## config.mk

```make
export PLATFORM = sky130hd
export DESIGN_NAME = pc_sequencer
export DESIGN_NICKNAME = d
export VERILOG_FILES = /design/src/rtl/pc_seq_pkg.sv /design/src/rtl/pc_ras.sv /design/src/rtl/pc_sequencer.sv
export SDC_FILE = /design/constraint.sdc
export NUM_CORES = 1
export LEC_CHECK = 0
export BUFFER_PORTS_ARGS = -buffer_cell sky130_fd_sc_hd__buf_4
export CAP_MARGIN = 15
export CORE_ASPECT_RATIO = 0.9
export CORE_MARGIN = 4
export CORE_UTILIZATION = 30
export DETAILED_ROUTE_END_ITERATION = 16
export GPL_TIMING_DRIVEN = 1
export PLACE_DENSITY = 0.57
export RECOVER_POWER = 50
export SLEW_MARGIN = 20
export SYNTH_ARGS = -nofsm -noshare
export SYNTH_HDL_FRONTEND = slang
export SYNTH_HIERARCHICAL = 1
export SYNTH_SLANG_ARGS = --single-unit
```

## constraint.sdc

```tcl
create_clock -name clk -period 2.9 [get_ports clk]
set_input_delay 0.29 -clock clk [delete_from_list [all_inputs] [get_ports clk]]
set_output_delay 0.29 -clock clk [all_outputs]
set_load 0.01 [all_outputs]
```

## src/rtl/pc_seq_pkg.sv

```systemverilog
// Shared constants and next-PC source encoding for the PC sequencer slice.
package pc_seq_pkg;

    localparam int DEF_WIDTH       = 32;
    localparam int DEF_RAS_DEPTH   = 4;
    localparam int DEF_RESET_PC    = 0;
    localparam int DEF_INSTR_BYTES = 4;

    typedef enum logic [2:0] {
        SEQ,
        BRANCH,
        JUMP,
        CALL,
        RET
    } next_src_e;

    // Fixed priority ret > call > jump > branch > sequential.
    function automatic next_src_e select_src(input logic branch, input logic jump,
                                             input logic call, input logic ret);
        if (ret)         return RET;
        else if (call)   return CALL;
        else if (jump)   return JUMP;
        else if (branch) return BRANCH;
        else             return SEQ;
    endfunction

endpackage

```

## src/rtl/pc_ras.sv

```systemverilog
// Circular return-address stack: a full push overwrites the oldest entry, sticky ovf/udf flags.
module pc_ras
    import pc_seq_pkg::*;
#(
    parameter int WIDTH = DEF_WIDTH,
    parameter int DEPTH = DEF_RAS_DEPTH
) (
    input  logic             clk,
    input  logic             rst,
    input  logic             push,
    input  logic             pop,
    input  logic             err_clr,
    input  logic [WIDTH-1:0] push_data,
    output logic [WIDTH-1:0] data,
    output logic             empty,
    output logic             full,
    output logic             ovf,
    output logic             udf
);

    localparam int PTR_W = $clog2(DEPTH);
    localparam int CNT_W = $clog2(DEPTH + 1);

    logic [WIDTH-1:0] mem [DEPTH];
    logic [PTR_W-1:0] ptr;
    logic [PTR_W-1:0] top;
    logic [CNT_W-1:0] count;

    // ptr is the next free slot; once full it also points at the oldest entry.
    assign top   = ptr - PTR_W'(1);
    assign data  = mem[top];
    assign empty = (count == '0);
    assign full  = (count == CNT_W'(DEPTH));

    // NOTE: storage is deliberately not reset; count alone decides which entries are valid.
    always_ff @(posedge clk) begin
        if (push) mem[ptr] <= push_data;
    end

    // NOTE: sequential state uses non-blocking assignments so every register samples pre-edge values.
    always_ff @(posedge clk or negedge rst) begin
        if (!rst) begin
            ptr   <= '0;
            count <= '0;
            ovf   <= 1'b0;
            udf   <= 1'b0;
        end else begin
            if (push) begin
                ptr <= ptr + PTR_W'(1);
                if (!full) count <= count + CNT_W'(1);
            end else if (pop && !empty) begin
                ptr   <= top;
                count <= count - CNT_W'(1);
            end

            if (push && full)  ovf <= 1'b1;
            else if (err_clr)  ovf <= 1'b0;

            if (pop && empty)  udf <= 1'b1;
            else if (err_clr)  udf <= 1'b0;
        end
    end

endmodule

```

## src/rtl/pc_sequencer.sv

```systemverilog
// Program-counter sequencer with branch/jump/call/ret; the return-address stack
// is built only when PC_SEQ_RAS_EN is defined (otherwise call/ret act as jumps).
module pc_sequencer
    import pc_seq_pkg::*;
#(
    parameter int               WIDTH       = DEF_WIDTH,
    parameter int               RAS_DEPTH   = DEF_RAS_DEPTH,
    parameter logic [WIDTH-1:0] RESET_PC    = WIDTH'(DEF_RESET_PC),
    parameter int               INSTR_BYTES = DEF_INSTR_BYTES
) (
    input  logic             clk,
    input  logic             rst,
    input  logic             stall,
    input  logic             branch,
    input  logic [WIDTH-1:0] offset,
    input  logic             jump,
    input  logic             call,
    input  logic             ret,
    input  logic [WIDTH-1:0] target,
    input  logic             err_clr,
    output logic [WIDTH-1:0] pc,
    output logic             ras_empty,
    output logic             ras_full,
    output logic             ras_ovf,
    output logic             ras_udf,
    output logic             misalign
);

    localparam logic [WIDTH-1:0] STEP       = WIDTH'(INSTR_BYTES);
    localparam logic [WIDTH-1:0] ALIGN_MASK = WIDTH'(INSTR_BYTES - 1);

    next_src_e        src;
    logic [WIDTH-1:0] seq_pc;
    logic [WIDTH-1:0] ret_pc;
    logic [WIDTH-1:0] raw_next;
    logic [WIDTH-1:0] next_pc;
    logic             next_misalign;

    assign src    = select_src(branch, jump, call, ret);
    assign seq_pc = pc + STEP;

`ifdef PC_SEQ_RAS_EN
    logic [WIDTH-1:0] ras_data;

    pc_ras #(
        .WIDTH (WIDTH),
        .DEPTH (RAS_DEPTH)
    ) u_ras (
        .clk       (clk),
        .rst       (rst),
        .push      (!stall && (src == CALL)),
        .pop       (!stall && (src == RET)),
        .err_clr   (err_clr && !stall),
        .push_data (seq_pc),
        .data      (ras_data),
        .empty     (ras_empty),
        .full      (ras_full),
        .ovf       (ras_ovf),
        .udf       (ras_udf)
    );

    // Underflow restarts execution from the reset vector.
    assign ret_pc = ras_empty ? RESET_PC : ras_data;
`else
    logic unused_err_clr;

    assign unused_err_clr = err_clr;
    assign ret_pc         = target;
    assign ras_empty      = 1'b1;
    assign ras_full       = 1'b0;
    assign ras_ovf        = 1'b0;
    assign ras_udf        = 1'b0;
`endif

    // NOTE: default assignment first so no path through the case can infer a latch.
    always_comb begin
        raw_next = seq_pc;
        case (src)
            BRANCH:     raw_next = seq_pc + offset;
            JUMP, CALL: raw_next = target;
            RET:        raw_next = ret_pc;
            default:    raw_next = seq_pc;
        endcase
    end

    assign next_pc       = raw_next & ~ALIGN_MASK;
    assign next_misalign = |(raw_next & ALIGN_MASK);

    always_ff @(posedge clk or negedge rst) begin
        if (!rst) begin
            pc       <= RESET_PC;
            misalign <= 1'b0;
        end else if (!stall) begin
            pc       <= next_pc;
            misalign <= next_misalign;
        end
    end

endmodule
```

; ---- Word-level counts from Yosys, hierarchy flattened
; Cells that the tools add are included.
[word_totals]
output_inout_bits = 37
register_bits = 31
wordCells = 15
[op_classes]
reduce_logical = 2
n_eq_ne = 4
n_addsub = 2
muxes = 5
[op_table]
columns = cell, count
row1 = case mux 32 bit (2 select lines), 1
row2 = adder 32 x 3 -> 32 bit (second input constant), 1
row3 = adder 32 bit, 1
row4 = equality test 3 x 2 -> 1 bit (second input constant), 2
row5 = two-way mux 2 bit, 2
row6 = equality test 3 x 1 -> 1 bit (second input constant), 1
row7 = equality test 3 bit (second input constant), 1
row8 = two-way mux 3 bit, 1
row9 = OR reduction 3 bit, 1
row10 = OR reduction 2 bit, 1
row11 = two-way mux 1 bit, 1

; ---- Depth between registers and ports, before layout
; Gate-level depths: netlist of the first run.
[depth]
ltp_word = 8
ltp_mapped = 15
mapped_depth_nobuf = 15

; ---- Worst setup path after synthesis of the first run
; OpenSTA, ideal clock, no wires.
[synth_path]
path_kind = flip-flop to flip-flop
startpoint = reg pc[11]
endpoint = reg pc[31]
path_stages_with_launch = 16
path_slack_ns = -0.276
setup_ns = 0.137
arrival_ns = 3.039
synth_period_minus_slack_ns = 3.176
required_ns = 2.763
path_cell_list = dfrtp_1 > and4_4 > nand4bb_4 > nor3_1 > nand3_1 > xnor2_1 > ha_1 > clkbuf_1 > inv_1 > o21bai_1 > a21oi_1 > o21ai_0 > a21o_1 > a21o_1 > a221oi_2 > o211ai_1
[synth_via]
elab_chain_cells = 3
[synth_lines]
columns = item, line
row1 = from (decl), pc_sequencer.sv:21  ; output logic [WIDTH-1:0] pc,
row2 = from (signal assigned), pc_sequencer.sv:94  ; pc <= next_pc;
row3 = adder 32 x 3 -> 32 bit (*), pc_sequencer.sv:40  ; assign seq_pc = pc + STEP;
row4 = adder 32 bit, pc_sequencer.sv:79  ; BRANCH: raw_next = seq_pc + offset;
row5 = case mux 32 bit (2 select lines) (*), pc_sequencer.sv:78  ; case (src)
; Mark *: on every way between the ends. The rest lies on a longest branch, timed or not.
; A chain may end at the register's enable or synchronous reset.

; ---- Final worst setup path of the first run
[layout_path]
startpoint = reg pc[6]
endpoint = reg pc[31]
; Same word-level chain as after synthesis.

==> impl_metrics.json, run 1 <==
{
  "ys_seq_area_share_pct": 18.8,
  "place_congestion": 0.865,
  "final_antenna_net_count": 0,
  "numPlacedInstances": 931,
  "remaining_drc_errors": 0,
  "grt_pass1_vias": 5057,
  "number_of_antenna_violations_at_the_first_check_in_global_routing": 0,
  "finalClockSkew_ns": 0.00699,
  "cts.root.buffer_cell": "clkbuf_16",
  "most_common_library_cell_in_the_layout_ignoring_fill_and_taps": "buf_4",
  "crit_path_start_kind": "register",
  "synthesis.area_per_instance_um2": 7.47,
  "layout.cells.non_filler": 958,
  "cts-htree-levels": 2,
  "detail_route.vias_per_cell": 5.38,
  "signed_area_change_from_the_synthesized_netlist_to_the_final_layout_pct": 67.1,
  "post_synth_num_cell_types": 61,
  "cts_inserted_buffers": 5,
  "dr_total_vias": 5150,
  "kind_of_end_point_of_the_critical_path": "register",
  "std_cell_rows": 40,
  "top_level_ports": 109,
  "dr.first_iter.drc_count": 317,
  "post-place-ws_ns": -0.389,
  "post-route-worst-setup-slack_ns": -0.281,
  "count_of_flip_flops_with_a_built_in_enable_after_synthesis": 0,
  "dieWidth_um": 131,
  "synth_top_area_cell": "dfrtp_1",
  "timing.critical_path.max_delay_family": "simple AND/OR/NAND/NOR gates",
  "rsz_0062_raised_after_global_routing": "true",
  "cell_type_with_the_highest_occurrence_count_on_the_critical_path": "buf_4",
  "timing.setup.tns_ns": -2.85,
  "finalHoldViolations": 0,
  "whs_ns": 0.253,
  "achievable-frequency_mhz": 314,
  "floorplan.core_area_um2": 13400,
  "clock_sinks": 31,
  "hpwlAfterDp_mm": 12.6,
  "nets": 897,
  "grt_pass1_wl_mm": 26.2,
  "peakVddDrop_mv": 0.224,
  "max_cap_viol_count": 1,
  "antennaDiodeCount": 0,
  "final_cell_mix": "buf_4, nand2_1, nor2_1, o21ai_0",
  "detail_routed_net_length_per_standard_cell_um": 18.1,
  "drt_pre_antenna_iters": 5,
  "port-buffer-count": 101,
  "tightestPinTransition_ns": 1.95,
  "cp_slowest_cell": "ha_1",
  "initial_utilization_pct": 30.7,
  "synth.top_cells.by_area": "dfrtp_1, ha_1, o21ai_0, a21oi_1, xnor2_1",
  "power_density_nw_per_um2": 434,
  "cts-root-to-sink-buffers": 2,
  "arrival_time_at_the_worst_endpoint_ns": 3.38,
  "synthCells": 551,
  "setup.worst_path.class": "reg2reg",
  "drive_gt1_share_pct": 47.0,
  "clk_pin_slew_worst_paths_ns": 0.06,
  "outcome": "complete, but fails checks",
  "shortest_period_the_worst_path_allows_ns": 3.18,
  "ys_async_sr_fraction_pct": 100,
  "die-area_um2": 15700,
  "yosysWarningCount": 6,
  "worst-endpoint-required_ns": 3.09,
  "ys_ff_latch": 31,
  "holdCritPathClass": "in2reg",
  "path_cells": "and3_4 > nand3_4 > nor2_4 > buf_4 > nand4_1 > xnor2_1 > ha_1 > and3_4 > buf_4 > nand4_1 > a21o_1 > a21oi_2 > o21ai_2 > buf_4 > or3_1 > o211ai_1",
  "cp_num_buf_inv": 3,
  "post-synth-top-area-fraction_pct": 18.8,
  "post_synth_instance_area_um2": 4120,
  "setup-violations-final": 16,
  "worst_slew_margin_rel_pct": -29.9,
  "synthFlopType": "dfrtp_1",
  "maxSlewViolCount": 32,
  "cts_tree": "done",
  "wl_mm": 17.3,
  "violations": "max-capacitance violations, max-slew violations, negative setup slack",
  "total_leakage_power_nw": 3.22,
  "grt_max_degree": 48,
  "die_y_um": 119,
  "critPathMaxFanout": 4,
  "overflow": 0,
  "worst_skew_pair.late_latency_ns": 0.28,
  "final.period_utilization_pct": 110,
  "globalRouteTotalUtil_pct": 20.5,
  "crit_path_max_incr_delay_ns": 0.38,
  "report.power.total_w": 0.00299
}
[cells in the mapped netlist, drive strengths merged (3+ instances only)]
cell type,number
ha,35
nor3,9
dfrtp,31
a21boi,3
a31oi,4
and4,5
o22ai,4
inv,17
mux2i,9
and2,9
o21bai,4
a21o,15
nand2,58
o211ai,3
nand2b,6
nand3,18
a21oi,51
xnor2,28
o21ai,54
a22oi,3
o31ai,5
clkbuf,19
or3,6
nor2b,5
xor2,19
o41ai,3
buf,7
a211oi,12
nor2,51
nor4,4
and3,12
o21a,5
a221oi,5
nand4,8
[registers in the layout, summed over array words and instances, names as in the netlist]
register,count
pc,30
misalign,1
[logic make-up after synthesis]
family	share of synthesized area, %
AND/OR/NAND/NOR	24.3
adder cells (fa/ha/maj)	11.1
XOR/XNOR	10.0
flip-flops	18.8
AO/OA/AOI/OAI	28.6
other	0.182
multiplexers	2.46
buffers and inverters	4.50
[per-layer routing]
metal	global-route usage [%]	wire length (um)	share of wire (%)	vias to the layer above
met1	26.8	7480	43	2459
met3	3.89	1010	5.8	30
met5	0	0	0	-
met2	35.2	8470	49	182
li1	-	-	-	2479
met4	4.72	343	2.0	0
[where the power goes]
group          switching (W)  leakage, nW  internal [W]
logic               0.000890         2.78      0.000909
clock network       0.000211       0.0868      0.000428
registers          0.0000614        0.354      0.000489
[stage by stage]
step                      instance area (um2)  utilization (%)
after floorplan                          4230                -
after global placement                   6080             45.3
after detailed placement                 6080             45.3
after CTS                                6560             48.9
after global routing                     6880             51.3
final                                    6880             51.3
[worst register-to-register path: stages (launching register included)]
cell	delay, ns
dfrtp_2	0.36
and3_4	0.20
nand3_4	0.09
nor2_4	0.12
buf_4	0.15
nand4_1	0.15
xnor2_1	0.18
ha_1	0.38
and3_4	0.22
buf_4	0.13
nand4_1	0.10
a21o_1	0.19
a21oi_2	0.15
o21ai_2	0.10
buf_4	0.14
or3_1	0.34
o211ai_1	0.09
[path summary, 6_finish.rpt]
| kind | start | to | slack (ns) | depth (start not counted) |
|---|---|---|---|---|
| min reg2reg | misalign$_DFFE_PN0N_ | misalign$_DFFE_PN0N_ | 0.52 | 2 |
| max | pc[6]$_DFFE_PN0N_ | pc[31]$_DFFE_PN0N_ | -0.28 | 16 |
| max reg2reg | pc[6]$_DFFE_PN0N_ | pc[31]$_DFFE_PN0N_ | -0.28 | 16 |
| min | target[28] | pc[28]$_DFFE_PN0N_ | 0.25 | 3 |
| min in group asynchronous | rst | pc[13]$_DFFE_PN0N_ | 1.10 | 2 |
| max in group asynchronous | rst | pc[9]$_DFFE_PN0N_ | 0.54 | 2 |
[what timing repair did]
action,4_1_cts,5_1_grt
hold buffers,1,0
setup buffers,13,7
setup endpoints to repair,18,22
cloned,0,0
pin swaps,32,48
endpoints found under the hold margin,31,0
gates resized for setup,50,65
[layout make-up]
| class | count | area (um2) |
|---|---|---|
| Timing Repair Buffer | 253 | 1900 |
| Inverter | 17 | 66.3 |
| Sequential cell | 31 | 793 |
| Clock buffer | 6 | 139 |
| Tap cell | 168 | 210 |
| Clock inverter | 2 | 35.0 |
| Multi-Input combinational cell | 481 | 3740 |
| Fill cell | 1259 | 6530 |
Note: power is estimated with default switching activity, not from simulation.
==> run 2: changes to the inputs <==
--- a/config.mk
+++ b/config.mk
@@ -5,14 +5,15 @@
 export SDC_FILE = /design/constraint.sdc
 export NUM_CORES = 1
 export LEC_CHECK = 0
-export BUFFER_PORTS_ARGS = -buffer_cell sky130_fd_sc_hd__buf_4
+export ABC_AREA = 1
+export BUFFER_PORTS_ARGS = -buffer_cell sky130_fd_sc_hd__buf_2
 export CAP_MARGIN = 15
 export CORE_ASPECT_RATIO = 0.9
 export CORE_MARGIN = 4
 export CORE_UTILIZATION = 30
 export DETAILED_ROUTE_END_ITERATION = 16
 export GPL_TIMING_DRIVEN = 1
-export PLACE_DENSITY = 0.57
+export PLACE_DENSITY = 0.56
 export RECOVER_POWER = 50
 export SLEW_MARGIN = 20
 export SYNTH_ARGS = -nofsm -noshare
==> impl_metrics.json, run 2 <==
{
  "outcome": "complete, but fails checks",
  "violations": "max-capacitance violations, max-slew violations",
  "fill_cells": 1656,
  "synth.top_cells.by_area": "nand2_1, dfrtp_1, inv_1, ha_1, nand3_1",
  "post_synth_num_cell_types": 41,
  "timing.reg2reg.setup_slack_ns": 0.04,
  "maxSlewViolCount": 32,
  "finalHoldViolations": 0,
  "worst_skew_pair.late_latency_ns": 0.28,
  "worst_slew_margin_rel_pct": -23.8,
  "place_congestion": 0.907,
  "worst-endpoint-required_ns": 3.12,
  "drive_gt1_share_pct": 35.2,
  "nets": 1157,
  "synth_commonest_cells": "nand2_1, inv_1, nor2_1, nand3_1, a21oi_1",
  "detail_routed_net_length_per_standard_cell_um": 15.2,
  "worst_setup_path_startpoint": "pc[2]$_DFFE_PN0N_",
  "drt_pre_antenna_iters": 5,
  "signed_area_change_from_the_synthesized_netlist_to_the_final_layout_pct": 48.2,
  "crit_path_max_incr_delay_ns": 0.40,
  "post_synth_instance_area_um2": 4850,
  "largest_reg_flops": 30,
  "globalRouteTotalUtil_pct": 20.1,
  "synth_top_area_cell": "nand2_1",
  "wl_mm": 19.0,
  "rsz_0062_raised_after_global_routing": "true",
  "std_cell_rows": 43,
  "peakVddDrop_mv": 0.205,
  "top_level_ports": 109,
  "dr.first_iter.drc_count": 384,
  "most_common_library_cell_in_the_layout_ignoring_fill_and_taps": "nand2_1",
  "clock_sinks": 31,
  "timing.setup.tns_ns": 0,
  "count_of_flip_flops_with_a_built_in_enable_after_synthesis": 0,
  "cts_hold_buffers": 0,
  "clk_pin_slew_worst_paths_ns": 0.06,
  "post-synth-top-area-fraction_pct": 21.2,
  "antennaDiodeCount": 0,
  "max_cap_viol_count": 1,
  "biggestRegsByFlops": "pc (30), misalign (1)",
  "kind_of_end_point_of_the_critical_path": "register",
  "ys_ff_latch": 31,
  "cts-root-to-sink-buffers": 2,
  "setup.worst_path.end": "pc[29]$_DFFE_PN0N_",
  "largest_register": "pc",
  "cts_tree": "done",
  "cp_num_buf_inv": 2,
  "tightestPinTransition_ns": 1.86,
  "synthCells": 857,
  "overflow": 0,
  "cts_inserted_buffers": 5,
  "holdCritPathClass": "in2reg",
  "worst-r2r-cell-count": 19,
  "r2r-start": "pc[2]$_DFFE_PN0N_",
  "number_of_antenna_violations_at_the_first_check_in_global_routing": 0,
  "floorplan.core_area_um2": 15700,
  "remaining_drc_errors": 0,
  "final_antenna_net_count": 0,
  "total_leakage_power_nw": 3.64,
  "r2r_end": "pc[29]$_DFFE_PN0N_",
  "final_core_util_pct": 45.9,
  "yosysMostFrequentCell": "nand2_1",
  "final.period_utilization_pct": 98.5,
  "die_y_um": 129,
  "achievable-frequency_mhz": 350,
  "cell_type_with_the_highest_occurrence_count_on_the_critical_path": "nand2_1",
  "worst-path-stages": 19,
  "cts-htree-levels": 2,
  "initial_utilization_pct": 31.0,
  "cp_slowest_cell": "dfrtp_1",
  "synthesis.area_per_instance_um2": 5.66,
  "synthFlopType": "dfrtp_1",
  "ys_async_sr_fraction_pct": 100,
  "setup-violations-final": 0,
  "power_density_nw_per_um2": 403,
  "dieWidth_um": 142,
  "critPathMaxFanout": 4,
  "hpwlAfterDp_mm": 15.4,
  "grt_pass1_vias": 5641,
  "path_cells": "ha_2 > nand2_2 > inv_2 > nand2_4 > nor2_4 > nand2_2 > nor2_4 > xor2_4 > ha_4 > nand2_4 > buf_6 > nor2_2 > nor2_1 > nand2_1 > a21oi_2 > nand2_1 > nand2_1 > nand3_2 > a21oi_2",
  "arrival_time_at_the_worst_endpoint_ns": 3.07,
  "timing.critical_path.max_delay_family": "simple AND/OR/NAND/NOR gates",
  "die-area_um2": 18300,
  "yosysWarningCount": 6,
  "port-buffer-count": 101,
  "crit_path_start_kind": "register",
  "final_cell_mix": "nand2_1, inv_1, buf_4, buf_2, nand3_1",
  "grt_max_degree": 40,
  "shortest_period_the_worst_path_allows_ns": 2.86,
  "grt_pass1_wl_mm": 28.9,
  "ys_seq_area_share_pct": 16.0,
  "dr_total_vias": 5980,
  "setup.worst_path.class": "reg2reg",
  "cts.root.buffer_cell": "clkbuf_16",
  "finalClockSkew_ns": 0.00547,
  "detail_route.vias_per_cell": 4.78
}
run 2: cell types whose count changed after synthesis, sizes merged, moves of 7 or more:
cell	delta
mux2i	-9
xnor2	-24
a211oi	-12
o21ai	-39
nand2	+223
xor2	-7
nor2	+48
and3	-12
a21o	-13
nand3	+60
a21oi	+12
clkbuf	-10
or2	+7
inv	+123
run 2: what timing repair did:
action,CTS,global route
resized for setup,17,146
setup endpoints to repair,11,21
pin swaps,2,60
setup buffers,4,5
run 2: worst min path at each step:
stage / start / to / slack (ns) / cells after the start
3_5_place_dp: rst / pc[2]$_DFFE_PN0N_ / 0.41 / 1
4_1_cts: rst / pc[2]$_DFFE_PN0N_ / 0.11 / 1
6_report: offset[1] / misalign$_DFFE_PN0N_ / 0.31 / 3
3_3_place_gp: rst / pc[2]$_DFFE_PN0N_ / 0.41 / 1
2_1_floorplan: rst / misalign$_DFFE_PN0N_ / -0.006 / 0
5_1_grt: offset[1] / misalign$_DFFE_PN0N_ / 0.31 / 3
run 2: worst reg2reg max path, delay by kind of cell (launching register included):
| kind | cells | cell delay (ns) |
|---|---|---|
| and+or+nand+nor | 12 | 1.15 |
| adders and majority gates | 2 | 0.48 |
| DFF | 1 | 0.40 |
| AOI/OAI and AO/OA | 2 | 0.33 |
| xor gates and xnor gates | 1 | 0.27 |
| buffers and inverters | 2 | 0.17 |
run 2: routing by layer:
layer / share of wire [%] / track usage, % / routed length, um
met5: 0 / 0 / 0
met4: 1.6 / 4.57 / 310
met3: 5.5 / 2.34 / 1040
met2: 46 / 32.5 / 8670
met1: 47 / 28.7 / 8990
run 2: cell families after synthesis:
family                     count (synthesis)  synth area share (%)
DFF                                       31                  16.0
buffers and inverters                    160                  12.9
xor gates and xnor gates                  16                  3.04
AOI/OAI and AO/OA                        105                  12.5
and+or+nand+nor                          507                  45.9
adders and majority gates                 36                  9.44
other                                      2                 0.155
run 2: per-stage QoR:
stage | power (W) | setup slack [ns] | hold slack [ns] | instances | cell area [um2]
3_5_place_dp | 0.00195 | -0.0903 | 0.415 | 1235 | 6200
3_3_place_gp | 0.00194 | -0.0689 | 0.410 | 1235 | 6200
4_1_cts | 0.00265 | -0.0225 | 0.109 | 1247 | 6490
2_1_floorplan | 0.00138 | 0.178 | -0.00559 | 861 | 4870
6_report | 0.00290 | 0.0433 | 0.312 | 1252 | 7190
5_1_grt | 0.00313 | -0.133 | 0.308 | 1252 | 7190
run 2: final cells by class:
| cell class | count | area, um2 | share of cell area [%] |
|---|---|---|---|
| multi-input combinational | 670 | 4210 | 58.5 |
| timing repair buffer | 200 | 1250 | 17.4 |
| inverter | 141 | 529 | 7.36 |
| tap | 202 | 253 | 3.51 |
| clock inverter | 2 | 35.0 | 0.487 |
| sequential | 31 | 777 | 10.8 |
| clock buffer | 6 | 139 | 1.93 |
run 2: report_power, final:
| group | internal [W] | total [W] | leakage [nW] | switching [W] |
|---|---|---|---|---|
| Clock | 0.000427 | 0.000641 | 0.0868 | 0.000214 |
| Sequential | 0.000482 | 0.000540 | 0.347 | 0.0000584 |
| Combinational | 0.000733 | 0.00172 | 3.20 | 0.000985 |
